$ cat src/rtl/seq_multiplier_8bit.sv
// Sequential unsigned shift-and-add multiplier: WIDTH x WIDTH -> 2*WIDTH product
// over WIDTH iteration cycles, with a start/busy/done handshake.
module seq_multiplier_8bit #(
  parameter int WIDTH = 8
) (
  input  logic               clk,
  input  logic               rst,
  input  logic               start,
  input  logic [WIDTH-1:0]   multiplicand,
  input  logic [WIDTH-1:0]   multiplier,
  output logic               busy,
  output logic               done,
  output logic [2*WIDTH-1:0] product
);

  localparam int CW = $clog2(WIDTH + 1);
  localparam logic [CW-1:0] LAST = CW'(WIDTH - 1);

  typedef enum logic [1:0] {IDLE, CALC, DONE} state_t;

  state_t           state, state_nxt;
  logic [WIDTH-1:0] a_reg;
  logic [WIDTH-1:0] acc;
  logic [WIDTH-1:0] q;
  logic [CW-1:0]    cnt;
  logic [WIDTH:0]   sum;
  logic             last;

  // The carry lives in sum[WIDTH] and shifts straight into acc's MSB.
  assign sum  = {1'b0, acc} + {1'b0, (q[0] ? a_reg : '0)};
  assign last = (cnt == LAST);

  always_ff @(posedge clk) begin
    if (rst) state <= IDLE;
    else     state <= state_nxt;
  end

  always_comb begin
    state_nxt = state;
    case (state)
      IDLE:    if (start) state_nxt = CALC;
      CALC:    if (last)  state_nxt = DONE;
      DONE:    state_nxt = IDLE;
      default: state_nxt = IDLE;
    endcase
  end

  always_ff @(posedge clk) begin
    if (rst) begin
      a_reg   <= '0;
      acc     <= '0;
      q       <= '0;
      cnt     <= '0;
      product <= '0;
      busy    <= 1'b0;
      done    <= 1'b0;
    end else begin
      busy <= (state_nxt != IDLE);
      done <= (state == CALC) && last;
      case (state)
        IDLE: if (start) begin
          a_reg <= multiplicand;
          q     <= multiplier;
          acc   <= '0;
          cnt   <= '0;
        end
        CALC: begin
          acc <= sum[WIDTH:1];
          q   <= {sum[0], q[WIDTH-1:1]};
          cnt <= cnt + 1'b1;
          // Product register loads with the final shifted value on entry to DONE.
          if (last) product <= {sum, q[WIDTH-1:1]};
        end
        default: ;
      endcase
    end
  end

endmodule

$ cat config.mk
export PLATFORM = sky130hd
export DESIGN_NAME = seq_multiplier_8bit
export DESIGN_NICKNAME = d
export VERILOG_FILES = /design/src/rtl/seq_multiplier_8bit.sv
export SDC_FILE = /design/constraint.sdc
export NUM_CORES = 1
export LEC_CHECK = 0
export ABC_AREA = 1
export ABC_CLOCK_PERIOD_IN_PS = 2200
export BUFFER_PORTS_ARGS = -buffer_cell sky130_fd_sc_hd__buf_2
export CORE_MARGIN = 3
export CORE_UTILIZATION = 30
export CTS_CLUSTER_DIAMETER = 100
export DETAILED_ROUTE_END_ITERATION = 12
export HOLD_SLACK_MARGIN = 0.1
export PLACE_DENSITY = 0.45
export SYNTH_ARGS = -nofsm -noshare
export SYNTH_HDL_FRONTEND = slang
export SYNTH_SLANG_ARGS = --single-unit
$ cat constraint.sdc
create_clock -name clk -period 2.2 [get_ports clk]
set_input_delay 0.11 -clock clk [delete_from_list [all_inputs] [get_ports clk]]
set_output_delay 0.11 -clock clk [all_outputs]
set_load 0.005 [all_outputs]
==> summary.txt, run 1 <==
critical path class -> register to register
Metal-1 WL -> 2.42 mm
Initial DRT Pass Iterations -> 4
R2R cell count -> 12
Sequential Power Share -> 55.4%
crit end category -> register
Final Hold Viols -> 0
Sw Ratio -> 26.1%
core area -> 0.00733 mm2
Die Wd -> 93.5 um
total wire length -> 5.12 mm
DRC viols -> 0
total leakage power -> 1.35 nW
largest family of logic cells by synthesized area -> simple AND/OR/NAND/NOR gates
ratio of total power to cell area -> 604 mW/mm2
Synth Area in Simple Gates -> 27.7%
Mapped Cells -> 308
CTS Buf Count -> 5
pre-CTS setup slack -> 0.355 ns
die area -> 0.00875 mm2
Seq/Total Area, Yosys -> 41.8%
area grow syn2layout -> 19.7%
Max Cap Viol -> 0
# diodes -> 0
CP max stage delay -> 0.40 ns
crit path DAT -> 2.05 ns
commonest cells in the netlist -> nand2_1 (92), dfxtp_1 (48), nor2_1 (38)
Largest register FFs -> 16
Post-Layout Cell Count -> 454
count leader, synth -> nand2_1
Top FF cell, synth -> dfxtp_1
RD Place Congestion -> 0.794
largest register by flop count -> product
Hold Path Origin -> multiplier[3]
Comb pwr share -> 10.4%
post-route ant nets -> 0
Yosys top cell area share -> 41.8%
placed cells -> 432
final worst path period share -> 84.0%
Layout Nets -> 383
TNS Setup -> 0 ns
1st-iter DRT viols -> 61
yosys warns -> 0
row cnt -> 31
Unique masters post-synth -> 31
mux contribution to synthesized area -> 0%
vias in the first global route -> 2038
number of flops mapped to enable cells by yosys -> 0
crit path max fanout -> 9
XOR/XNOR Fraction of Synth Area -> 1.14%
mean area per synthesized cell -> 7.46 um2
internal power -> 1.23 mW
WL met2 -> 2.43 mm
top cell type by total area after synthesis -> dfxtp_1
HP Class -> input pin to register
Hold Path Sink -> q[3]$_SDFFE_PP0P_
Via density -> 4.39
Reg clk slew, reported paths -> 0.10 ns
CTS tree -> done
worst vdd ir -> 0.000305 V
grt ovf -> 0
Clock Skew -> 0.0122 ns
Clock Sinks -> 48
share of layout cells above drive strength 1 -> 17.7%
reg2reg end -> product[15]$_SDFFE_PP0P_
CP required -> 2.40 ns
CP max stage cell -> dfxtp_1
post-detail-place hpwl -> 3.68 mm
synth top area cells -> dfxtp_1 (42%), nand2_1 (15%), nor2_1 (6.2%)
post-synthesis cell area -> 0.00230 mm2
largest net degree at the start of global routing -> 28
Worst Tran Pin Value -> 0.521 ns
Hold Crit Depth -> 5
first-pass GRT wire length -> 9.19 mm
worst skew pair latency -> 0.31 ns
Synth Area in Compound Gates -> 13.0%
root buffer cell -> clkbuf_8
total track usage -> 13.1%
Top cell by count, worst path -> nand2_1
Port-buffer cells -> 36
Ports -> 37
highest routed layer -> met4
maximum clock frequency -> 0.541 GHz
metal3 WL -> 204 um
Syn Nets -> 337
Max Slew Vio Count -> 0
via count -> 1991
clock share of power -> 34.2%
min Tclk post-route -> 1.85 ns
Seq cells post-synth -> 48
Chip Height -> 93.5 um
Worst setup SP type -> register
RSZ-0062 raised after global routing -> no
Worst R2R Setup Slack -> 0.35 ns
PnR worst setup slack -> 0.353 ns
Sw Pwr -> 434 uW
Post-Synth Adder-Cell Area -> 5.77%
Worst R2R Start -> q[0]$_SDFFE_PP0P_
routed length per instance -> 11.3 um
initial antenna violation count -> 0
final setup vio count -> 0
Synth async-reset ratio -> 0%
status -> finished, final reports clean
Longest Clk Path Bufs -> 2
crit path cell chain -> nand2_1 > inv_1 > ha_1 > fa_1 > nand2_1 > nand2_1 > nand3_1 > nand2_1 > nand2_1 > nand2_1 > o21ai_0 > inv_1
Slew headroom -> 65.2%
H-tree levels -> 2
Starting Density -> 31.4%
[through the flow]
step           hold slack [ns]  cell area, um2  utilization (%)  total power [mW]
2_1_floorplan            0.272            2300                -              1.06
3_3_place_gp             0.369            2510             34.3              1.10
3_5_place_dp             0.375            2510             34.3              1.10
4_1_cts                  0.106            2750             37.5              1.70
5_1_grt                  0.151            2750             37.5              1.76
6_report                 0.117            2750             37.5              1.66
[metal layers]
metal	track usage, %	vias up
li1	-	1060
met1	16.3	889
met2	22.9	34
met3	2.65	8
met4	3.61	0
met5	0	-
[cell type report]
class                   instances  area, um2
clock buffers                   6       82.6
fillers                       799       4580
well taps                      99        124
clock inverters                 2       13.8
repair buffers                 53        343
multi-input cells             212       1090
inverters                      34        133
flip-flops and latches         48        961
[worst max-delay path by stage]
| stage | start | end | slack [ns] | depth (start not counted) |
|---|---|---|---|---|
| after global routing | q[0]$_SDFFE_PP0P_ | product[15]$_SDFFE_PP0P_ | 0.14 | 12 |
| after CTS | q[0]$_SDFFE_PP0P_ | product[15]$_SDFFE_PP0P_ | 0.34 | 12 |
| after detailed placement | q[0]$_SDFFE_PP0P_ | product[15]$_SDFFE_PP0P_ | 0.36 | 12 |
| final | q[0]$_SDFFE_PP0P_ | product[15]$_SDFFE_PP0P_ | 0.35 | 12 |
| after global placement | q[0]$_SDFFE_PP0P_ | product[15]$_SDFFE_PP0P_ | 0.37 | 12 |
| after floorplan | q[0]$_SDFFE_PP0P_ | product[15]$_SDFFE_PP0P_ | 0.45 | 13 |
[timing repair]
| item | CTS | global route |
|---|---|---|
| endpoints found under the hold margin | 14 | 0 |
| setup buffers | 0 | 0 |
| gates resized for setup | 0 | 0 |
| hold buffers | 14 | 0 |
[placed cells by master (no fill, tap or decap)]
cell type	Yosys	layout
a211oi_2	2	2
a21oi_1	22	22
a21oi_2	2	2
a22oi_2	2	2
a31oi_1	2	2
buf_2	2	36
buf_4	1	3
clkbuf_8	0	6
clkinv_2	0	1
dfxtp_1	48	48
dlygate4sd3_1	0	14
fa_1	1	1
ha_1	9	9
inv_1	29	29
inv_2	3	3
inv_4	2	2
inv_6	0	1
nand2_1	92	92
nand2_4	1	1
nand3_1	9	9
nand3_2	1	1
nand3_4	1	1
nand3b_1	2	2
nand4_1	1	1
nor2_1	38	38
nor2_4	1	1
nor2_8	1	1
o211ai_1	2	2
o21a_1	1	1
o21ai_0	17	17
or2_1	2	2
xnor2_1	2	2
xor2_1	1	1
[logic make-up after synthesis]
group / count (synthesis)
AND/OR/NAND/NOR: 149
AO/OA/AOI/OAI: 50
buffers and inverters: 48
flip-flops: 48
adder cells (fa/ha/maj): 10
XOR/XNOR: 3
[power groups by stage]
| stage | registers (mW) | logic [mW] | clock network [mW] |
|---|---|---|---|
| final | 0.921 | 0.172 | 0.568 |
| after CTS | 0.922 | 0.176 | 0.602 |
| after floorplan | 0.933 | 0.124 | 0 |
| after global placement | 0.941 | 0.158 | 0 |
| after global routing | 0.927 | 0.201 | 0.632 |
| after detailed placement | 0.942 | 0.156 | 0 |
[critical path: cells and delay by family (launching register included)]
family                   cells  cell delay (ns)
flip-flops                   1             0.40
AO/OA/AOI/OAI                1             0.14
AND/OR/NAND/NOR              7             0.53
buffers and inverters        2             0.09
adder cells (fa/ha/maj)      2             0.59
Note: power is estimated with default switching activity, not from simulation.
==> run 2, diff against run 1 <==
--- a/config.mk
+++ b/config.mk
@@ -6,7 +6,7 @@
 export NUM_CORES = 1
 export LEC_CHECK = 0
 export ABC_AREA = 1
-export ABC_CLOCK_PERIOD_IN_PS = 2200
+export ABC_CLOCK_PERIOD_IN_PS = 1700
 export BUFFER_PORTS_ARGS = -buffer_cell sky130_fd_sc_hd__buf_2
 export CORE_MARGIN = 3
 export CORE_UTILIZATION = 30
==> constraint.sdc (replaced) <==
create_clock -name clk -period 1.7 [get_ports clk]
set_input_delay 0.085 -clock clk [delete_from_list [all_inputs] [get_ports clk]]
set_output_delay 0.085 -clock clk [all_outputs]
set_load 0.005 [all_outputs]
==> summary.txt, run 2 (same netlist as run 1, synthesis figures left out) <==
via count -> 1994
Final Power -> 2.19 mW
Fillers -> 773
DRC viols -> 0
Clock Sinks -> 48
critical path class -> register to register
reg2reg end -> product[15]$_SDFFE_PP0P_
Chip Height -> 93.5 um
maximum clock frequency -> 0.619 GHz
share of layout cells above drive strength 1 -> 24.4%
commonest non-fill, non-tap cell in the layout -> nand2_1
Initial DRT Pass Iterations -> 4
Worst R2R Setup Slack -> 0.08 ns
Worst setup SP type -> register
total track usage -> 13.3%
Worst Tran Pin Value -> 0.542 ns
root buffer cell -> clkbuf_8
grt ovf -> 0
crit path cell chain -> buf_6 > nand2_2 > inv_2 > fa_2 > nand2_2 > nand2_2 > nand3_2 > nand2_2 > nand2_1 > nand2_1 > o21ai_1 > inv_1
status -> finished, final reports clean
vias in the first global route -> 2000
Slew headroom -> 63.8%
die area -> 0.00875 mm2
Fin Hold WS -> 0.198 ns
Final Hold Viols -> 0
Largest register FFs -> 16
# diodes -> 0
Hold Crit Depth -> 4
Top cell by count, worst path -> nand2_2
Die Wd -> 93.5 um
CP max stage cell -> dfxtp_4
Hold Path Sink -> cnt[0]$_SDFFE_PP0P_
Clock Skew -> 0.00772 ns
initial antenna violation count -> 0
CTS tree -> done
first-pass GRT wire length -> 9.25 mm
worst path bufs/invs -> 3
ratio of total power to cell area -> 750 mW/mm2
total wire length -> 5.34 mm
min Tclk post-route -> 1.62 ns
Max Cap Viol -> 0
area grow syn2layout -> 26.9%
R2R cell count -> 12
gr busiest metal -> met2
Layout Nets -> 389
routed length per instance -> 11.6 um
Port-buffer cells -> 36
Max Slew Vio Count -> 0
Via density -> 4.33
Longest Clk Path Bufs -> 2
core area -> 0.00733 mm2
Worst R2R Start -> q[0]$_SDFFE_PP0P_
worst vdd ir -> 0.000286 V
GRT met1 Usage -> 16.3%
H-tree levels -> 2
total leakage power -> 1.39 nW
Reg clk slew, reported paths -> 0.10 ns
most frequent cells in the layout -> nand2_1 (83), dfxtp_1 (47), nor2_1 (38)
Starting Density -> 31.4%
post-detail-place hpwl -> 3.64 mm
largest register by flop count -> product
family with the most delay on the worst path -> simple AND/OR/NAND/NOR gates
row cnt -> 31
HP Class -> input pin to register
Ports -> 37
RSZ-0062 raised after global routing -> yes
largest net degree at the start of global routing -> 28
TNS Setup -> 0 ns
1st-iter DRT viols -> 46
worst skew pair latency -> 0.31 ns
crit path DAT -> 1.83 ns
grt met2 use -> 23.0%
final setup vio count -> 0
met3 Usage GRT -> 3.78%
CP required -> 1.91 ns
crit end category -> register
crit path max fanout -> 6
CTS Buf Count -> 5
final worst path period share -> 95.1%
CP max stage delay -> 0.38 ns
post-route ant nets -> 0
Hold Path Origin -> start
RD Place Congestion -> 0.788
run 2: changes by cell type in the layout (fill, tap and decap cells not counted), sizes merged:
| cell | previous run | this run |
|---|---|---|
| buf | 39 | 43 |
| dlygate4sd3 | 14 | 16 |
run 2: per-layer routing:
layer,part of all wire [%],up-vias
met4,0.95,0
li1,-,1066
met2,49,31
met1,46,892
met5,0,-
met3,3.6,5
run 2: how the worst max path moves through the flow:
stage / startpoint / end / slack (ns) / cells after the start
after floorplan: q[0]$_SDFFE_PP0P_ / product[15]$_SDFFE_PP0P_ / 0.02 / 13
after global placement: q[0]$_SDFFE_PP0P_ / product[15]$_SDFFE_PP0P_ / -0.02 / 12
after detailed placement: q[0]$_SDFFE_PP0P_ / product[15]$_SDFFE_PP0P_ / -0.07 / 12
after CTS: q[0]$_SDFFE_PP0P_ / product[15]$_SDFFE_PP0P_ / 0.02 / 12
after global routing: q[0]$_SDFFE_PP0P_ / product[15]$_SDFFE_PP0P_ / -0.05 / 10
final: q[0]$_SDFFE_PP0P_ / product[15]$_SDFFE_PP0P_ / 0.08 / 12
run 2: metrics by stage:
stage / utilization [%] / cells / area (um2) / worst slack (ns)
2_1_floorplan: - / 308 / 2300 / 0.0247
3_3_place_gp: 34.7 / 434 / 2550 / -0.0205
3_5_place_dp: 34.7 / 434 / 2550 / -0.0686
4_1_cts: 38.6 / 459 / 2830 / 0.0169
5_1_grt: 39.8 / 460 / 2920 / -0.0538
6_report: 39.8 / 460 / 2920 / 0.0838
run 2: area by class of cell:
cell class | count | area (um2) | share of cell area (%)
Clock buffer | 6 | 82.6 | 2.83
Clock inverter | 2 | 13.8 | 0.472
Inverter | 34 | 133 | 4.55
Multi-Input combinational cell | 212 | 1190 | 40.8
Tap cell | 99 | 124 | 4.25
Sequential cell | 48 | 965 | 33.1
Timing Repair Buffer | 59 | 409 | 14.0
run 2: power breakdown:
| part | internal (mW) | leakage (nW) | switching [mW] |
|---|---|---|---|
| logic | 0.105 | 0.945 | 0.140 |
| registers | 1.16 | 0.392 | 0.0285 |
| clock network | 0.334 | 0.0516 | 0.418 |
run 2: worst register-to-register path, stage by stage (launching register included):
cell and delay [ns]:
dfxtp_4 0.38, buf_6 0.13, nand2_2 0.06, inv_2 0.05, fa_2 0.36, nand2_2 0.07
nand2_2 0.06, nand3_2 0.07, nand2_2 0.06, nand2_1 0.06, nand2_1 0.06, o21ai_1 0.13
inv_1 0.04
run 2: timing repair:
| item | 4_1_cts | 5_1_grt |
|---|---|---|
| hold buffers | 16 | 0 |
| pin swaps | 0 | 9 |
| buffers inserted | 1 | 1 |
| endpoints found under the hold margin | 16 | 0 |
| setup endpoints to repair | 8 | 13 |
| gates resized for setup | 5 | 19 |
